### src/rtl/seg7_scan_ctrl_pkg.sv
// ---------------------------------------------------------------------------
// seg7_pkg: shared types and constants for the seven-segment scan controller.
//   nibble_t   - one hex digit as presented to the decoder D inputs
//   ANODE_OFF  - all anodes released (active low); sliced to the digit count,
//                so displays of up to 32 digits are supported
//   idx_width  - width of the digit index counter for a given digit count
// ---------------------------------------------------------------------------
package seg7_pkg;

    typedef logic [3:0] nibble_t;

    localparam logic [31:0] ANODE_OFF = '1;

    function automatic int idx_width(input int digits);
        return (digits < 2) ? 1 : $clog2(digits);
    endfunction

endpackage

### src/rtl/seg7_scan_ctrl_if.sv
// ---------------------------------------------------------------------------
// seg7_scan_ctrl_if: load-side bus between the SoC display register (master)
// and the scan controller (slave).
//   load       master->slave  one-cycle capture strobe
//   hex_in     master->slave  nibble k in bits [4k+3:4k]
//   point_in   master->slave  decimal point per digit, 1 = lit
//   blank_in   master->slave  blank per digit, 1 = dark
//   pending    slave->master  captured data waiting for the frame boundary
//   frame_done slave->master  one-cycle pulse after each frame boundary
// ---------------------------------------------------------------------------
interface seg7_scan_ctrl_if #(
    parameter int DIGITS = 8
);
    logic                  load;
    logic [4*DIGITS-1:0]   hex_in;
    logic [DIGITS-1:0]     point_in;
    logic [DIGITS-1:0]     blank_in;
    logic                  pending;
    logic                  frame_done;

    modport master (
        output load, hex_in, point_in, blank_in,
        input  pending, frame_done
    );

    modport slave (
        input  load, hex_in, point_in, blank_in,
        output pending, frame_done
    );
endinterface

### src/rtl/seg7_scan_ctrl_timer.sv
// ---------------------------------------------------------------------------
// seg7_scan_timer: slot timing for the display scan.
//   clk, rst   clock and synchronous active-high reset
//   idx        digit currently being scanned, 0..DIGITS-1
//   guard      high during the first GUARD cycles of each slot
//   tc         prescaler terminal count (last cycle of a slot)
//   frame_end  tc in the last digit's slot (frame boundary)
// GUARD must be smaller than 2^DIV_BITS.
// ---------------------------------------------------------------------------
module seg7_scan_timer
    import seg7_pkg::*;
#(
    parameter int DIGITS   = 8,
    parameter int DIV_BITS = 17,
    parameter int GUARD    = 4,
    parameter int IDX_W    = idx_width(DIGITS)
) (
    input  logic             clk,
    input  logic             rst,
    output logic [IDX_W-1:0] idx,
    output logic             guard,
    output logic             tc,
    output logic             frame_end
);
    localparam logic [IDX_W-1:0]    LAST_IDX  = IDX_W'(DIGITS - 1);
    localparam logic [DIV_BITS-1:0] GUARD_LEN = DIV_BITS'(GUARD);

    logic [DIV_BITS-1:0] presc_q, presc_d;
    logic [IDX_W-1:0]    idx_q, idx_d;

    assign tc        = &presc_q;
    assign frame_end = tc & (idx_q == LAST_IDX);
    assign guard     = (presc_q < GUARD_LEN);
    assign idx       = idx_q;

    always_comb begin
        presc_d = presc_q + 1'b1;   // natural wrap at 2^DIV_BITS
        idx_d   = idx_q;
        if (tc) begin
            idx_d = (idx_q == LAST_IDX) ? '0 : idx_q + 1'b1;
        end
    end

    always_ff @(posedge clk) begin
        if (rst) begin
            presc_q <= '0;
            idx_q   <= '0;
        end else begin
            presc_q <= presc_d;
            idx_q   <= idx_d;
        end
    end
endmodule

### src/rtl/seg7_scan_ctrl.sv
// ---------------------------------------------------------------------------
// seg7_scan_ctrl: time-multiplexed scan of a common-anode seven-segment
// display through one shared hex decoder, with double-buffered data.
//   clk, rst   clock and synchronous active-high reset
//   bus        load-side interface (slave modport)
//   dig_hex    nibble for the current digit (decoder D)
//   dig_point  decimal point for the current digit
//   dig_le     decoder blank, 1 = all segments off
//   an         digit anodes, active low
// Loads land in pending registers and are promoted to the shadow (displayed)
// registers only at a frame boundary, so a frame never shows mixed data.
// ---------------------------------------------------------------------------
module seg7_scan_ctrl
    import seg7_pkg::*;
#(
    parameter int DIGITS   = 8,
    parameter int DIV_BITS = 17,
    parameter int GUARD    = 4
) (
    input  logic                clk,
    input  logic                rst,
    seg7_scan_ctrl_if.slave     bus,
    output logic [3:0]          dig_hex,
    output logic                dig_point,
    output logic                dig_le,
    output logic [DIGITS-1:0]   an
);
    localparam int IDX_W = idx_width(DIGITS);

    logic [IDX_W-1:0] scan_idx;
    logic             scan_guard, scan_tc, scan_frame_end, boundary;

    seg7_scan_timer #(
        .DIGITS   (DIGITS),
        .DIV_BITS (DIV_BITS),
        .GUARD    (GUARD),
        .IDX_W    (IDX_W)
    ) u_timer (
        .clk       (clk),
        .rst       (rst),
        .idx       (scan_idx),
        .guard     (scan_guard),
        .tc        (scan_tc),
        .frame_end (scan_frame_end)
    );

    // frame_end already implies tc; the AND ties the boundary to the slot edge.
    assign boundary = scan_tc & scan_frame_end;

    logic [4*DIGITS-1:0] pend_hex_q,   pend_hex_d;
    logic [DIGITS-1:0]   pend_point_q, pend_point_d;
    logic [DIGITS-1:0]   pend_blank_q, pend_blank_d;
    logic                pending_q,    pending_d;
    logic [4*DIGITS-1:0] shadow_hex_q,   shadow_hex_d;
    logic [DIGITS-1:0]   shadow_point_q, shadow_point_d;
    logic [DIGITS-1:0]   shadow_blank_q, shadow_blank_d;
    logic                frame_done_q;
    logic [DIGITS-1:0]   an_q, an_d;
    nibble_t             dig_hex_q, dig_hex_d;
    logic                dig_point_q, dig_point_d;
    logic                dig_le_q, dig_le_d;

    nibble_t             shadow_nib [DIGITS];

    // Unpack the shadow nibbles and build the active-low anode pattern.
    for (genvar gi = 0; gi < DIGITS; gi++) begin : g_digit
        assign shadow_nib[gi] = shadow_hex_q[4*gi +: 4];
        assign an_d[gi]       = scan_guard | (scan_idx != IDX_W'(gi));
    end

    always_comb begin
        pend_hex_d     = pend_hex_q;
        pend_point_d   = pend_point_q;
        pend_blank_d   = pend_blank_q;
        pending_d      = pending_q;
        shadow_hex_d   = shadow_hex_q;
        shadow_point_d = shadow_point_q;
        shadow_blank_d = shadow_blank_q;

        if (bus.load) begin
            pend_hex_d   = bus.hex_in;
            pend_point_d = bus.point_in;
            pend_blank_d = bus.blank_in;
            pending_d    = 1'b1;
        end

        if (boundary) begin
            // A load on the boundary cycle bypasses the pending stage.
            if (bus.load) begin
                shadow_hex_d   = bus.hex_in;
                shadow_point_d = bus.point_in;
                shadow_blank_d = bus.blank_in;
            end else if (pending_q) begin
                shadow_hex_d   = pend_hex_q;
                shadow_point_d = pend_point_q;
                shadow_blank_d = pend_blank_q;
            end
            pending_d = 1'b0;
        end

        dig_hex_d   = shadow_nib[scan_idx];
        dig_point_d = shadow_point_q[scan_idx];
        dig_le_d    = shadow_blank_q[scan_idx] | scan_guard;
    end

    always_ff @(posedge clk) begin
        if (rst) begin
            pend_hex_q     <= '0;
            pend_point_q   <= '0;
            pend_blank_q   <= '0;
            pending_q      <= 1'b0;
            shadow_hex_q   <= '0;
            shadow_point_q <= '0;
            shadow_blank_q <= '1;
            frame_done_q   <= 1'b0;
            an_q           <= ANODE_OFF[DIGITS-1:0];
            dig_hex_q      <= '0;
            dig_point_q    <= 1'b0;
            dig_le_q       <= 1'b1;
        end else begin
            pend_hex_q     <= pend_hex_d;
            pend_point_q   <= pend_point_d;
            pend_blank_q   <= pend_blank_d;
            pending_q      <= pending_d;
            shadow_hex_q   <= shadow_hex_d;
            shadow_point_q <= shadow_point_d;
            shadow_blank_q <= shadow_blank_d;
            frame_done_q   <= boundary;
            an_q           <= an_d;
            dig_hex_q      <= dig_hex_d;
            dig_point_q    <= dig_point_d;
            dig_le_q       <= dig_le_d;
        end
    end

    assign bus.pending    = pending_q;
    assign bus.frame_done = frame_done_q;
    assign an             = an_q;
    assign dig_hex        = dig_hex_q;
    assign dig_point      = dig_point_q;
    assign dig_le         = dig_le_q;
endmodule

### src/flat_wrapper.sv
// flat-port wrapper written by rule: the top's interface ports become plain ports
module seg7_scan_ctrl_flat import seg7_pkg::*;
#(
    parameter int DIGITS   = 8,
    parameter int DIV_BITS = 17,
    parameter int GUARD    = 4
)
  (clk, rst, dig_hex, dig_point, dig_le, an, bus_load, bus_hex_in, bus_point_in, bus_blank_in, bus_pending, bus_frame_done);
  seg7_scan_ctrl_if #(.DIGITS(DIGITS)) bus_i ();
  input  logic clk;
  input  logic rst;
  output logic [3:0] dig_hex;
  output logic dig_point;
  output logic dig_le;
  output logic [DIGITS-1:0] an;
  input wire logic [$bits(bus_i.load)-1:0] bus_load;
  input wire logic [$bits(bus_i.hex_in)-1:0] bus_hex_in;
  input wire logic [$bits(bus_i.point_in)-1:0] bus_point_in;
  input wire logic [$bits(bus_i.blank_in)-1:0] bus_blank_in;
  output wire logic [$bits(bus_i.pending)-1:0] bus_pending;
  output wire logic [$bits(bus_i.frame_done)-1:0] bus_frame_done;
  assign bus_i.load = bus_load;
  assign bus_i.hex_in = bus_hex_in;
  assign bus_i.point_in = bus_point_in;
  assign bus_i.blank_in = bus_blank_in;
  assign bus_pending = bus_i.pending;
  assign bus_frame_done = bus_i.frame_done;
  seg7_scan_ctrl #(.DIGITS(DIGITS), .DIV_BITS(DIV_BITS), .GUARD(GUARD)) u_core (.clk(clk), .rst(rst), .bus(bus_i), .dig_hex(dig_hex), .dig_point(dig_point), .dig_le(dig_le), .an(an));
endmodule
### config.mk
export PLATFORM = sky130hd
export DESIGN_NAME = seg7_scan_ctrl_flat
export DESIGN_NICKNAME = d
export VERILOG_FILES = /design/src/rtl/seg7_scan_ctrl_pkg.sv /design/src/rtl/seg7_scan_ctrl_if.sv /design/src/rtl/seg7_scan_ctrl_timer.sv /design/src/rtl/seg7_scan_ctrl.sv /design/src/flat_wrapper.sv
export SDC_FILE = /design/constraint.sdc
export NUM_CORES = 1
export LEC_CHECK = 0
export BUFFER_PORTS_ARGS = -buffer_cell sky130_fd_sc_hd__clkbuf_2
export CAP_MARGIN = 20
export CELL_PAD_IN_SITES_DETAIL_PLACEMENT = 1
export CELL_PAD_IN_SITES_GLOBAL_PLACEMENT = 2
export CORE_MARGIN = 1.5
export CORE_UTILIZATION = 37
export CTS_CLUSTER_DIAMETER = 150
export DETAILED_ROUTE_END_ITERATION = 10
export PLACE_DENSITY_LB_ADDON = 0.25
export SYNTH_ARGS = -nofsm -noshare
export SYNTH_HDL_FRONTEND = slang
export SYNTH_HIERARCHICAL = 1
export SYNTH_SLANG_ARGS = --single-unit
### constraint.sdc
create_clock -name clk -period 3 [get_ports clk]
set_clock_uncertainty 0.2 [all_clocks]
set_input_delay 0.15 -clock clk [delete_from_list [all_inputs] [get_ports clk]]
set_output_delay 0.15 -clock clk [all_outputs]
set_load 0.01 [all_outputs]
==> Yosys cells after proc, flatten, opt, wreduce, memory -nomap -nowiden <==
Index checks and enable logic that the tools add are counted.
{ "totals": {"reg_bits": 132, "latchBits": 0, "ram_bits": 0, "mem_bits_ro": 0, "output_inout_bits": 16, "memories": 0} }
{ "classes": {"addsub": 2, "multipliers": 0, "n_div": 0, "order_cmp": 3, "n_eq_ne": 8, "n_shift": 0, "muxes": 14, "bitwise_logic": 12, "reduce_logical": 5} }
{ "op_table": {"columns": ["cell", "count"], "rows": [
  ["$mux W32", 2],
  ["$mux W8", 4],
  ["$add A17 B1 Y17 const B", 1],
  ["$lt A17 B3 Y1 const B", 1],
  ["$reduce_and A17 Y1", 1],
  ["$bmux W4 S3", 1],
  ["$ne A3 B3 Y1 const B", 4],
  ["$or A1 B1 Y1", 9],
  ["$mux W4", 2],
  ["$bmux W1 S3", 2],
  ["$ne A3 B2 Y1 const B", 2],
  ["$ge A4 B4 Y1 const B", 1],
  ["$lt A3 B4 Y1 const B", 1],
  ["$not A3 Y4", 1],
  ["$add A3 B1 Y3 const B", 1],
  ["$eq A3 B3 Y1 const B", 1],
  ["$mux W3", 1],
  ["$ne A3 B1 Y1 const B", 1],
  ["$reduce_bool A3 Y1", 1],
  ["$and A1 B1 Y1", 2],
  ["$mux W1", 2],
  ["$reduce_and A2 Y1", 1],
  ["$reduce_bool A2 Y1", 1],
  ["$reduce_or A2 Y1", 1]
]} }

==> Depth between registers and ports, before layout <==
{ "logic_depth": {"word_depth": 4, "mapped_depth": 11, "mapped_depth_nobuf": 9} }

==> By module <==
The synthesis kept the hierarchy.
{ "by_module_without_submodules": {"columns": ["mod", "n_inst", "cells_per_inst", "area_per_inst_um2", "seq_area_each_um2"], "rows": [
  ["seg7_scan_ctrl", 1, 384, 4154.0, 2242.2],
  ["seg7_scan_timer", 1, 103, 933.4, 400.4]
]} }

==> Worst setup path before layout <==
Ideal clock, no wire load.
{ "synth_timing": {"path_type": "register to register", "start": "register u_core.u_timer.presc_q[0]", "end": "register u_core.shadow_hex_q[10]", "arrival_time_ps": 2475, "slack_ps": 240, "stages_incl_launch_ff": 12, "n_path_buf": 2, "cell_sequence": "dfxtp_1 -> ha_1 -> nand3_2 -> nor4_1 -> and3_1 -> ha_1 -> and2_1 -> o211a_1 -> buf_4 -> buf_2 -> nor2_1 -> a211oi_1"} }
{ "synth_between": {"elab_chain_len": 4} }
{ "synth_lines": {"columns": ["item", "line", "source"], "rows": [
  ["start, declared", "seg7_scan_ctrl_timer.sv:28", "logic [DIV_BITS-1:0] presc_q, presc_d;"],
  ["start signal, assigned", "seg7_scan_ctrl_timer.sv:49", "presc_q <= presc_d;"],
  ["$reduce_and A17 Y1", "seg7_scan_ctrl_timer.sv:31", "assign tc = &presc_q;"],
  ["named net u_core.scan_tc", "seg7_scan_ctrl.sv:31", "logic scan_guard, scan_tc, scan_frame_end, boundary;"],
  ["$and A1 B1 Y1", "seg7_scan_ctrl_timer.sv:32", "assign frame_end = tc & (idx_q == LAST_IDX);"],
  ["named net u_core.scan_frame_end", "seg7_scan_ctrl.sv:31", null],
  ["$and A1 B1 Y1", "seg7_scan_ctrl.sv:48", "assign boundary = scan_tc & scan_frame_end;"],
  ["$reduce_and A2 Y1 (no source line)", null, null],
  ["end signal, assigned", "seg7_scan_ctrl.sv:125", "shadow_hex_q <= shadow_hex_d;"],
  ["end, declared", "seg7_scan_ctrl.sv:54", "logic [4*DIGITS-1:0] shadow_hex_q, shadow_hex_d;"]
]} }
The timed path passes the listed nets, and every way through them passes these cells.
A chain may end at the register's enable or synchronous reset.

==> Final worst setup path <==
{ "layout_timing": {"start": "register u_core.u_timer.presc_q[0]", "end": "register u_core.shadow_point_q[0]"} }
{ "layout_between": {"elab_chain_len": 4} }
{ "layout_lines": {"columns": ["item", "line", "source"], "rows": [
  ["$reduce_and A17 Y1", "seg7_scan_ctrl_timer.sv:31", null],
  ["named net u_core.scan_tc", "seg7_scan_ctrl.sv:31", null],
  ["$and A1 B1 Y1", "seg7_scan_ctrl_timer.sv:32", null],
  ["named net u_core.scan_frame_end", "seg7_scan_ctrl.sv:31", null],
  ["$and A1 B1 Y1", "seg7_scan_ctrl.sv:48", null],
  ["$reduce_and A2 Y1 (no source line)", null, null],
  ["end signal, assigned", "seg7_scan_ctrl.sv:126", "shadow_point_q <= shadow_point_d;"],
  ["end, declared", "seg7_scan_ctrl.sv:55", "logic [DIGITS-1:0] shadow_point_q, shadow_point_d;"]
]} }
The timed path passes the listed nets, and every way through them passes these cells.

==> summary.md <==
| Metric | Value |
|---|---|
| Layout area overhead | `28.3%` |
| CP endpoint kind | `flop` |
| Final setup violation count | `0` |
| Fill cell count | `1492` |
| Vias in the first global route | `3966` |
| Clock transition at path regs | `0.05 ns` |
| Reg-to-reg startpoint | `u_core/u_timer/presc_q[0]` |
| Row count | `42` |
| Count of buffers from port buffering | `66` |
| Placed cell area | `5530 µm²` |
| Final hold vios | `0` |
| Remaining global-route overflow | `0` |
| Largest net degree at the start of global routing | `103` |
| Nets | `650` |
| Die X | `120 µm` |
| ANT cells | `0` |
| Status | `finished clean` |
| Max Freq | `0.355 GHz` |
| Critical Path Stages | `10` |
| Largest family of logic cells by synthesized area | `multiplexers` |
| Die height | `120 µm` |
| Compound-cell area share of the yosys netlist | `0.101` |
| Routability Congestion | `0.721` |
| Launch point of the worst path | `u_core/u_timer/presc_q[0]` |
| Total CTS buffers | `17` |
| Skew-Pair Late Insertion Delay | `0.41 ns` |
| Pins Over Slew Limit | `0` |
| Core footprint | `13300 µm²` |
| Initial antenna violation count | `0` |
| CP required | `3.10 ns` |
| Worst Path Max Fanout | `16` |
| Post-route ant nets | `0` |
| Portion of netlist area occupied by mux cells | `0.174` |
| Post-Syn Nets | `542` |
| DR WL met3 | `351 µm` |
| Post-synth top area cell | `dfxtp_1` |
| Footprint of the multi-input gates | `2230 µm²` |
| Synthesized instance count | `487` |
| FFs w/ async S/R, synth | `0` |
| Iteration-0 DRC Markers | `163` |
| Simple-gate area share of the yosys netlist | `0.147` |
| Syn Area/Cell | `10.4 µm²` |
| R2r setup slk | `0.19 ns` |
| Uppermost layer routed | `met4` |
| GRT Util Overall | `0.166` |
| XOR/XNOR share of the synthesized area | `0.00516` |
| Ratio of cells with drive above 1 in the final layout | `0.184` |
| Max-cap check violation count | `0` |
| Clock Path Buffers | `2` |
| Synth Flop Type | `dfxtp_1` |
| Sink Count | `132` |
| Most instantiated cells after synthesis | `dfxtp_1 (132), nor2_1 (115), mux2i_1 (58)` |
| YS warnings | `6` |
| Synthesized-area fraction occupied by adder cells | `0.00984` |
| I/O pin count | `67` |
| Most area-consuming cells after synthesis | `dfxtp_1 (52%), mux2i_1 (11%), nor2_1 (8.5%), a211oi_1 (5.9%), mux4_1 (3.1%)` |
| Max H-tree Level | `4` |
| Seq/Total Area, Yosys | `0.519` |
| Hold Path Class | `primary input to flop` |
| Seq. cell area | `2640 µm²` |
| Crit path max-delay family | `simple AND/OR/NAND/NOR gates` |
| CTS tree | `built` |
| Number of synthesized flops with an enable pin | `0` |
| Rel. slew slack | `0.322` |
| Post-synth top area share | `0.519` |
| Post-layout min period | `2.81 ns` |
| Startpoint types | `flop` |
| First-pass iteration count of the detailed router | `4` |
| Most used cell, CP | `ha_1` |
| Worst path arrival time | `2.92 ns` |
| Via count | `3859` |
| Metal2 WL | `5700 µm` |
| Final wirelength | `11500 µm` |
| WP buf/inv | `1` |
| First-pass GRT wire length | `18800 µm` |
| CP cell instances | `ha_1 > nand3_2 > nor4_2 > and3_1 > ha_1 > and2_1 > o211a_2 > buf_4 > nor2_1 > a211oi_1` |
| Mapped Area | `5090 µm²` |
| Post-Route Setup TNS | `0 ns` |
| Most instantiated library cell after synthesis | `dfxtp_1` |
| Worst reg2reg endpoint | `u_core/shadow_point_q[0]` |
| DIE AREA | `14500 µm²` |
| Hold_ws | `0.173 ns` |
| Critical Path Slowest Stage Cell | `dfxtp_1` |
| DR vias/cell | `4.96` |
| VDD IR-drop max | `318 µV` |
| WL met1 | `5250 µm` |
| R2R cell count | `10` |
| Seq cells post-synth | `132` |
| Setup CP Type | `flop to flop` |
| Wire per inst | `14.8 µm` |
| # DRC | `0` |
| Library cells used by synthesis | `41` |
| Final Cell Area | `6530 µm²` |
| P_leak | `0.00258 µW` |
| Worst-Margin Slew | `1.02 ns` |
| RSZ-0062 raised after global routing | `false` |
| Tcrit/Tclk final | `0.938` |
| Power Density | `581 nW/µm²` |
| Initial Util | `0.381` |
| CTS root buffer | `clkbuf_16` |
| CP endpoint | `u_core/shadow_point_q[0]` |
| Post-DP HPWL | `7070 µm` |
| CP max stage delay | `0.39 ns` |
routing by layer:
metal  global-route usage  vias to the layer above
met2                0.286                       63
met3               0.0429                       17
met1                0.195                     1840
li1                     -                     1939
met4               0.0735                        0
met5                    0                        -
cell usage in the layout, fill, tap and decap left out, types with 2 or more instances in the layout:
cell type / count
clkbuf_2: 64
dlygate4sd3_1: 48
nor3_1: 2
mux4_1: 6
xnor2_1: 2
clkbuf_16: 18
inv_1: 3
buf_12: 2
or4_1: 4
nor2_1: 115
a211o_1: 9
o31ai_1: 4
dfxtp_1: 132
nand4_1: 3
nand3_1: 5
and3_1: 2
nand3_2: 2
nand2_1: 11
and2b_1: 2
ha_1: 4
buf_4: 9
mux2i_1: 58
clkbuf_8: 3
nor4_1: 6
clkbuf_1: 6
or3_1: 3
a211oi_1: 40
nor2b_1: 6
mux2_2: 5
a21oi_1: 8
nor3b_1: 2
mux4_2: 4
o21ai_0: 3
kinds of logic (layout without fill, tap and decap cells):
logic type                 after synthesis  after routing
muxes                                   73             73
buffers and inverters                   39            154
adders and majority gates                4              4
DFF                                    132            132
AOI/OAI and AO/OA                       68             68
xor gates and xnor gates                 3              3
and+or+nand+nor                        168            168
state kept, by name, summed over array words and instances, names as in the netlist:
name / cells
u_core/an: 8
u_core/bus.frame_done: 1
u_core/bus.pending: 1
u_core/dig_hex: 4
u_core/dig_le: 1
u_core/dig_point: 1
u_core/pend_blank_q: 8
u_core/pend_hex_q: 32
u_core/pend_point_q: 8
u_core/shadow_blank_q: 8
u_core/shadow_hex_q: 32
u_core/shadow_point_q: 8
u_core/u_timer/idx: 3
u_core/u_timer/presc_q: 17
worst reg2reg max path, delay by kind of cell, from the launching register on:
family          cells  cell delay [ns]
simple gates        5             0.95
compound gates      2             0.54
flops               1             0.39
fa+ha+maj           2             0.38
buf+inv             1             0.24
through the flow:
| stage | setup WS, ns | util | power (µW) | instances |
|---|---|---|---|---|
| CTS | 0.0957 | 0.487 | 3850 | 777 |
| global placement | 0.287 | 0.414 | 2020 | 703 |
| detailed placement | 0.181 | 0.414 | 2030 | 703 |
| global route | 0.0345 | 0.489 | 3940 | 778 |
| floorplan | 0.240 | - | 1960 | 487 |
| finish | 0.187 | 0.489 | 3790 | 778 |
final cells by class:
cell class | instances | share of cell area
clock buffers | 26 | 0.0749
inverters | 3 | 0.00172
well taps | 176 | 0.0337
multi-input cells | 316 | 0.341
repair buffers | 125 | 0.144
flip-flops and latches | 132 | 0.405
where the power goes:
group | internal, µW | total (µW) | switching [µW]
sequential | 1800 | 1810 | 15.3
combinational | 113 | 222 | 109
clock | 1090 | 1750 | 664
total | 3000 | 3790 | 788
worst min-delay path by stage:
stage	from	to	slack, ns	depth (start not counted)
2_1_floorplan	bus_blank_in[7]	u_core/pend_blank_q[7]	0.12	2
3_3_place_gp	bus_blank_in[4]	u_core/pend_blank_q[4]	0.22	3
4_1_cts	rst	u_core/u_timer/presc_q[0]	0.18	2
6_report	rst	u_core/u_timer/presc_q[0]	0.17	2
5_1_grt	rst	u_core/pend_hex_q[1]	0.24	2
3_5_place_dp	bus_blank_in[2]	u_core/pend_blank_q[2]	0.23	3
repair_timing:
item,4_1_cts,5_1_grt
hold endpoints to repair,94,0
buffers inserted,0,0
hold buffers,48,0
setup endpoints to repair,0,6
resized for setup,0,1
(Power assumes the default switching activity.)
